===== src/rtl/conv_intrm_pipe_if.sv =====
// Beat handshake bundle for conv_intrm_pipe: upstream valid/ready/data, downstream
// valid/ready/data and the partial-group beat count.
interface conv_intrm_pipe_if #(
    parameter int NUM_CH       = 5,
    parameter int INPUT_WIDTH  = 32,
    parameter int OUTPUT_WIDTH = 64,
    parameter int CNT_W        = 3
);
    logic                                     in_valid_i;
    logic                                     in_ready_o;
    logic [NUM_CH-1:0][INPUT_WIDTH-1:0]       in_data_i;
    logic                                     out_valid_o;
    logic                                     out_ready_i;
    logic [NUM_CH-1:0][OUTPUT_WIDTH-1:0]      out_data_o;
    logic [CNT_W-1:0]                         acc_cnt_o;

    modport master (
        output in_valid_i, in_data_i, out_ready_i,
        input  in_ready_o, out_valid_o, out_data_o, acc_cnt_o
    );

    modport slave (
        input  in_valid_i, in_data_i, out_ready_i,
        output in_ready_o, out_valid_o, out_data_o, acc_cnt_o
    );
endinterface


===== src/rtl/conv_intrm_pipe.sv =====
// Elastic multi-channel pipe for conv intermediates: width-extends each channel,
// optionally sums ACC_LEN beats per channel, then shifts through DEPTH valid/ready stages.
module conv_intrm_lane #(
    parameter int IW     = 32,
    parameter int OW     = 64,
    parameter int SIGNED = 1
) (
    input  logic [IW-1:0] din,
    input  logic [OW-1:0] acc,
    input  logic          first,
    output logic [OW-1:0] ext,
    output logic [OW-1:0] sum
);
    always_comb begin
        ext = (SIGNED != 0) ? OW'($signed(din)) : OW'(din);
        sum = first ? ext : acc + ext;
    end
endmodule

module conv_intrm_pipe #(
    parameter int NUM_CH       = 5,
    parameter int INPUT_WIDTH  = 32,
    parameter int OUTPUT_WIDTH = 2*INPUT_WIDTH,
    parameter int DEPTH        = 2,
    parameter int SIGNED       = 1,
    parameter int ACC_LEN      = 5,
    parameter int CNT_W        = $clog2(ACC_LEN+1)
) (
    input  logic             intrm_pipe_clk,
    input  logic             intrm_pipe_rst_b,
    input  logic             intrm_pipe_flush_i,
    input  logic             intrm_pipe_acc_mode_i,
    conv_intrm_pipe_if.slave bus
);
    typedef logic [NUM_CH-1:0][OUTPUT_WIDTH-1:0] beat_t;

    logic [DEPTH-1:0]         vld;
    logic [DEPTH-1:0]         adv;
    beat_t [DEPTH-1:0]        d;
    beat_t                    acc_q;
    beat_t                    ext_w;
    beat_t                    sum_w;
    logic [CNT_W-1:0]         cnt;
    logic                     mode_q;
    logic                     mode_eff;
    logic                     first;
    logic                     last;
    logic                     take;
    logic                     load0;

    // Ready ripples back combinationally so a full pipe still moves one beat per cycle.
    always_comb begin
        adv          = '0;
        adv[DEPTH-1] = bus.out_ready_i | ~vld[DEPTH-1];
        for (int k = DEPTH-2; k >= 0; k--) begin
            adv[k] = adv[k+1] | ~vld[k];
        end
    end

    // Mode is only sampled on the opening beat of a group.
    assign first    = (cnt == '0);
    assign last     = (cnt == CNT_W'(ACC_LEN-1));
    assign mode_eff = first ? intrm_pipe_acc_mode_i : mode_q;

    assign bus.in_ready_o  = adv[0] & ~intrm_pipe_flush_i;
    assign take            = bus.in_valid_i & bus.in_ready_o;
    assign load0           = take & (~mode_eff | last);
    assign bus.out_valid_o = vld[DEPTH-1];
    assign bus.out_data_o  = d[DEPTH-1];
    assign bus.acc_cnt_o   = cnt;

    for (genvar c = 0; c < NUM_CH; c++) begin : g_lane
        conv_intrm_lane #(
            .IW     (INPUT_WIDTH),
            .OW     (OUTPUT_WIDTH),
            .SIGNED (SIGNED)
        ) u_lane (
            .din   (bus.in_data_i[c]),
            .acc   (acc_q[c]),
            .first (first),
            .ext   (ext_w[c]),
            .sum   (sum_w[c])
        );
    end

    always_ff @(posedge intrm_pipe_clk) begin
        if (!intrm_pipe_rst_b) begin
            vld    <= '0;
            d      <= '0;
            acc_q  <= '0;
            cnt    <= '0;
            mode_q <= 1'b0;
        end else if (intrm_pipe_flush_i) begin
            vld   <= '0;
            acc_q <= '0;
            cnt   <= '0;
        end else begin
            if (adv[0]) begin
                vld[0] <= load0;
                if (load0) d[0] <= mode_eff ? sum_w : ext_w;
            end
            // Partial sums stay here; only a completed group reaches d[0].
            if (take && mode_eff) begin
                acc_q <= sum_w;
                cnt   <= last ? '0 : cnt + CNT_W'(1);
            end
            if (take && first) mode_q <= intrm_pipe_acc_mode_i;
            for (int k = 1; k < DEPTH; k++) begin
                if (adv[k]) begin
                    vld[k] <= vld[k-1];
                    if (vld[k-1]) d[k] <= d[k-1];
                end
            end
        end
    end
endmodule


===== src/flat_wrapper.sv =====
// flat-port wrapper written by rule: the top's interface ports become plain ports
module conv_intrm_pipe_flat 
#(
    parameter int NUM_CH       = 5,
    parameter int INPUT_WIDTH  = 32,
    parameter int OUTPUT_WIDTH = 2*INPUT_WIDTH,
    parameter int DEPTH        = 2,
    parameter int SIGNED       = 1,
    parameter int ACC_LEN      = 5,
    parameter int CNT_W        = $clog2(ACC_LEN+1)
)
  (intrm_pipe_clk, intrm_pipe_rst_b, intrm_pipe_flush_i, intrm_pipe_acc_mode_i, bus_in_valid_i, bus_in_data_i, bus_out_ready_i, bus_in_ready_o, bus_out_valid_o, bus_out_data_o, bus_acc_cnt_o);
  conv_intrm_pipe_if #(.NUM_CH(NUM_CH), .INPUT_WIDTH(INPUT_WIDTH), .OUTPUT_WIDTH(OUTPUT_WIDTH), .CNT_W(CNT_W)) bus_i ();
  input  logic intrm_pipe_clk;
  input  logic intrm_pipe_rst_b;
  input  logic intrm_pipe_flush_i;
  input  logic intrm_pipe_acc_mode_i;
  input wire logic [$bits(bus_i.in_valid_i)-1:0] bus_in_valid_i;
  input wire logic [$bits(bus_i.in_data_i)-1:0] bus_in_data_i;
  input wire logic [$bits(bus_i.out_ready_i)-1:0] bus_out_ready_i;
  output wire logic [$bits(bus_i.in_ready_o)-1:0] bus_in_ready_o;
  output wire logic [$bits(bus_i.out_valid_o)-1:0] bus_out_valid_o;
  output wire logic [$bits(bus_i.out_data_o)-1:0] bus_out_data_o;
  output wire logic [$bits(bus_i.acc_cnt_o)-1:0] bus_acc_cnt_o;
  assign bus_i.in_valid_i = bus_in_valid_i;
  assign bus_i.in_data_i = bus_in_data_i;
  assign bus_i.out_ready_i = bus_out_ready_i;
  assign bus_in_ready_o = bus_i.in_ready_o;
  assign bus_out_valid_o = bus_i.out_valid_o;
  assign bus_out_data_o = bus_i.out_data_o;
  assign bus_acc_cnt_o = bus_i.acc_cnt_o;
  conv_intrm_pipe #(.NUM_CH(NUM_CH), .INPUT_WIDTH(INPUT_WIDTH), .OUTPUT_WIDTH(OUTPUT_WIDTH), .DEPTH(DEPTH), .SIGNED(SIGNED), .ACC_LEN(ACC_LEN), .CNT_W(CNT_W)) u_core (.intrm_pipe_clk(intrm_pipe_clk), .intrm_pipe_rst_b(intrm_pipe_rst_b), .intrm_pipe_flush_i(intrm_pipe_flush_i), .intrm_pipe_acc_mode_i(intrm_pipe_acc_mode_i), .bus(bus_i));
endmodule

===== config.mk =====
export PLATFORM = sky130hd
export DESIGN_NAME = conv_intrm_pipe_flat
export DESIGN_NICKNAME = d
export VERILOG_FILES = /design/src/rtl/conv_intrm_pipe_if.sv /design/src/rtl/conv_intrm_pipe.sv /design/src/flat_wrapper.sv
export SDC_FILE = /design/constraint.sdc
export NUM_CORES = 2
export LEC_CHECK = 0
export ABC_AREA = 1
export BUFFER_PORTS_ARGS = -buffer_cell sky130_fd_sc_hd__buf_2
export CAP_MARGIN = 20
export CORE_MARGIN = 2
export CORE_UTILIZATION = 50
export CTS_BUF_LIST = sky130_fd_sc_hd__clkbuf_8 sky130_fd_sc_hd__clkbuf_16
export DETAILED_ROUTE_END_ITERATION = 7
export MAX_ROUTING_LAYER = met4
export PLACE_DENSITY_LB_ADDON = 0.05
export SYNTH_ARGS = -nofsm -noshare
export SYNTH_HDL_FRONTEND = slang
export SYNTH_SLANG_ARGS = --single-unit

===== constraint.sdc =====
create_clock -name intrm_pipe_clk -period 3.8 [get_ports intrm_pipe_clk]
set_input_delay 0.76 -clock intrm_pipe_clk [delete_from_list [all_inputs] [get_ports intrm_pipe_clk]]
set_output_delay 0.76 -clock intrm_pipe_clk [all_outputs]
set_load 0.03 [all_outputs]

==> summary.txt <==
Floorplan
  – Num rows: 137
  – Starting density of the core: 50.2%
  – I/O pins: approximately 490
  – Die ar.: 143000 um2
  – Chip width: around 380 um
  – Die Span Y: 378 um
  – Core Region: around 140000 um2

Layout
  – Fin area: 75500 um2
  – Commonest non-fill, non-tap cell in the layout: nand2_1
  – Area Growth Syn to Fin: 8.19%
  – Util after Layout: 54.3%
  – Most frequent cells in the layout: 3823 x nand2_1, 1899 x inv_1, 1779 x nor2_1
  – Final Non-Filler Cells: 14.1k
  – Share of layout cells above drive strength 1: 7.20%
  – Fin nets: 12.6k

GRT
  – GRT Overall Usage: 36.9%
  – Largest net degree at the start of global routing: 200
  – Overflow after GRT: 0
  – Antenna violations before repair: 29
  – First-pass GRT wire length: 402000 um
  – Vias in the first global route: 68.9k

Synth
  – Mapped Avg Cell Area: 5.74 um2
  – Cell taking the most area after synthesis: dfxtp_1
  – Syn Nets: 12.7k
  – Yosys warning count: 0
  – Flops & latches, synth: 966
  – Post-synth top area share: approximately 28%
  – Synthesized cell area: 69800 um2
  – Synth area leaders: dfxtp_1 28%, nand2_1 21%, inv_1 10%
  – Mapped Cells: roughly 12k
  – Yosys cell types: 40
  – Post-synthesis sequential area ratio: roughly 28%

Critical path
  – CP startpoint: u_core.bus.acc_cnt_o[0]
  – Critical Path AT: 4.16 ns
  – CP startpoint kind: flop
  – Critical path peak fanout: 184
  – Reg2Reg Launch Point: u_core.bus.acc_cnt_o[0]
  – Required @ worst endpoint: about 4.5 ns
  – Crit. End Element: flop
  – Critical path type: reg2reg

Clock network
  – CTS-repair resized insts: 0
  – TritonCTS buffer count: 106
  – Worst skew pair latency: approximately 0.75 ns
  – Root Buffer: clkbuf_16
  – H-Tree Depth: 3
  – Clk buf depth: 3
  – Setup bufs post-CTS: 0
  – Clock sink count: 966
  – Hold_buf cts: 0
  – CTS tree: done
  – Worst-path clk slew: 0.06 ns

Run status
  – Status: complete, no violations

Detailed routing
  – Avg WL per Cell: 18.6 um
  – Vias per std cell: 5.29
  – Via count: 74.7k
  – Initial DRC count: 6975
  – Post-route ant nets: 0
  – Remaining DRCs: 0
  – DR pass1 iterations: 6
  – Post-Route WL: 263000 um

Timing
  – Hold WS: 0.329 ns
  – Tmin final: 3.51 ns
  – Slew headroom: 4.79%
  – Setup TNS: 0 ns
  – Final worst path period share: 92.4%
  – Worst slew pin tran: about 1.4 ns
  – Worst Skew: 0.0267 ns
  – Setup violations, final: 0
  – Final Hold Viols: 0
  – Final worst slack: 0.289 ns
  – F_max: 285 MHz
  – Fin. max-slew vios: 0
  – Unrepaired setup endpoints after global routing: no

Place
  – Dpl cells: around 14k
  – Post-Place Worst Slack: 0.0955 ns
  – Hpwl dp: about 200000 um
  – Global placement routability congestion: 1.04
  – PortBufs: 490
  – Placed Area: 71800 um2

Min path
  – HP Start: bus_in_data_i[0]
  – Hold Crit Class: in2reg

Power
  – Leakage: 43.5 nW
  – Total power: ~25 mW
  – PwrDens: 337 nW/um2
  – Worst IR Drop VDD: 0.368 mV

Flow run
  – Max-Cap Viols: 0
area by class of cell:
| type | count | area, um2 |
|---|---|---|
| Multi-Input combinational cell | 8550 | 39200 |
| Timing Repair Buffer | 611 | 3810 |
| Fill cell | 14600 | 63500 |
| Sequential cell | 966 | 19300 |
| Tap cell | 1876 | 2350 |
| Antenna cell | 28 | 70.1 |
| Clock buffer | 124 | 2920 |
| Inverter | 1896 | 7160 |
| Clock inverter | 74 | 718 |
final timing paths:
kind / endpoint / slack, ns / depth (start not counted)
worst max-delay path: u_core.d[170] / 0.29 / 13
worst min-delay path: u_core.d[0] / 0.33 / 3
worst max register to register: u_core.d[170] / 0.29 / 13
worst min register to register: u_core.d[283] / 0.47 / 2
state kept, by name, summed over array words and instances (netlist names):
signal and cells:
u_core.bus.out_data_o 320, u_core.bus.acc_cnt_o 3, u_core.mode_q 1, u_core.acc_q 320
u_core.vld 2, u_core.d 320
Yosys cell counts:
cell type	number
a21o_1	1
a21oi_2	2
xnor2_1	26
nand3b_1	40
a211oi_1	1
a311oi_1	1
a21oi_4	3
o221a_2	1
inv_2	8
nor4_1	16
buf_1	40
fa_1	5
a21oi_1	678
buf_4	331
a31oi_1	12
and3_1	5
nand3_1	552
nor2_2	3
inv_1	1887
or2_2	59
nor2_4	1
and2_1	1
buf_2	96
dfxtp_1	966
nand4_1	60
nor3_1	75
o21ai_1	48
nand2b_1	5
nand2_1	3824
nor2_1	1780
o21bai_1	12
buf_6	4
clkbuf_1	286
or2_1	1
ha_1	317
clkinv_1	1
nand2_2	2
o211ai_1	83
o21ai_0	889
xor2_1	47
routing by layer:
metal	wire [um]	GRT usage, %
met1	117000	48.8
met2	115000	56.4
met3	20100	4.99
met4	10700	15.6
met5	0	-
kinds of logic (layout without fill, tap and decap cells):
kind of cell / count (synthesis) / in the layout / synth area share (%)
compound gates: 1731 / 1731 / 12.9
xor+xnor: 73 / 73 / 0.916
fa+ha+maj: 322 / 322 / 5.83
buf+inv: 2653 / 2705 / 16.3
flops: 966 / 966 / 27.7
other cells: 0 / 28 / 0
simple gates: 6424 / 6424 / 36.4
where the power goes:
part | internal (mW) | switching, mW
Sequential | 10.4 | 0.198
Clock | 6.16 | 4.73
Combinational | 1.13 | 2.78
worst max-delay path, cell delays in order (launching register included):
cell and delay [ns]:
dfxtp_1 0.35, inv_1 0.07, ha_1 0.19, inv_2 0.06
nor2_4 0.23, inv_8 0.06, nand2_1 0.15, nand2_8 0.18
inv_6 0.31, nor2_2 0.08, nor2_4 0.25, buf_12 0.39
o21ai_0 0.25, a21oi_1 0.19
Note: power is estimated with default switching activity, not from simulation.
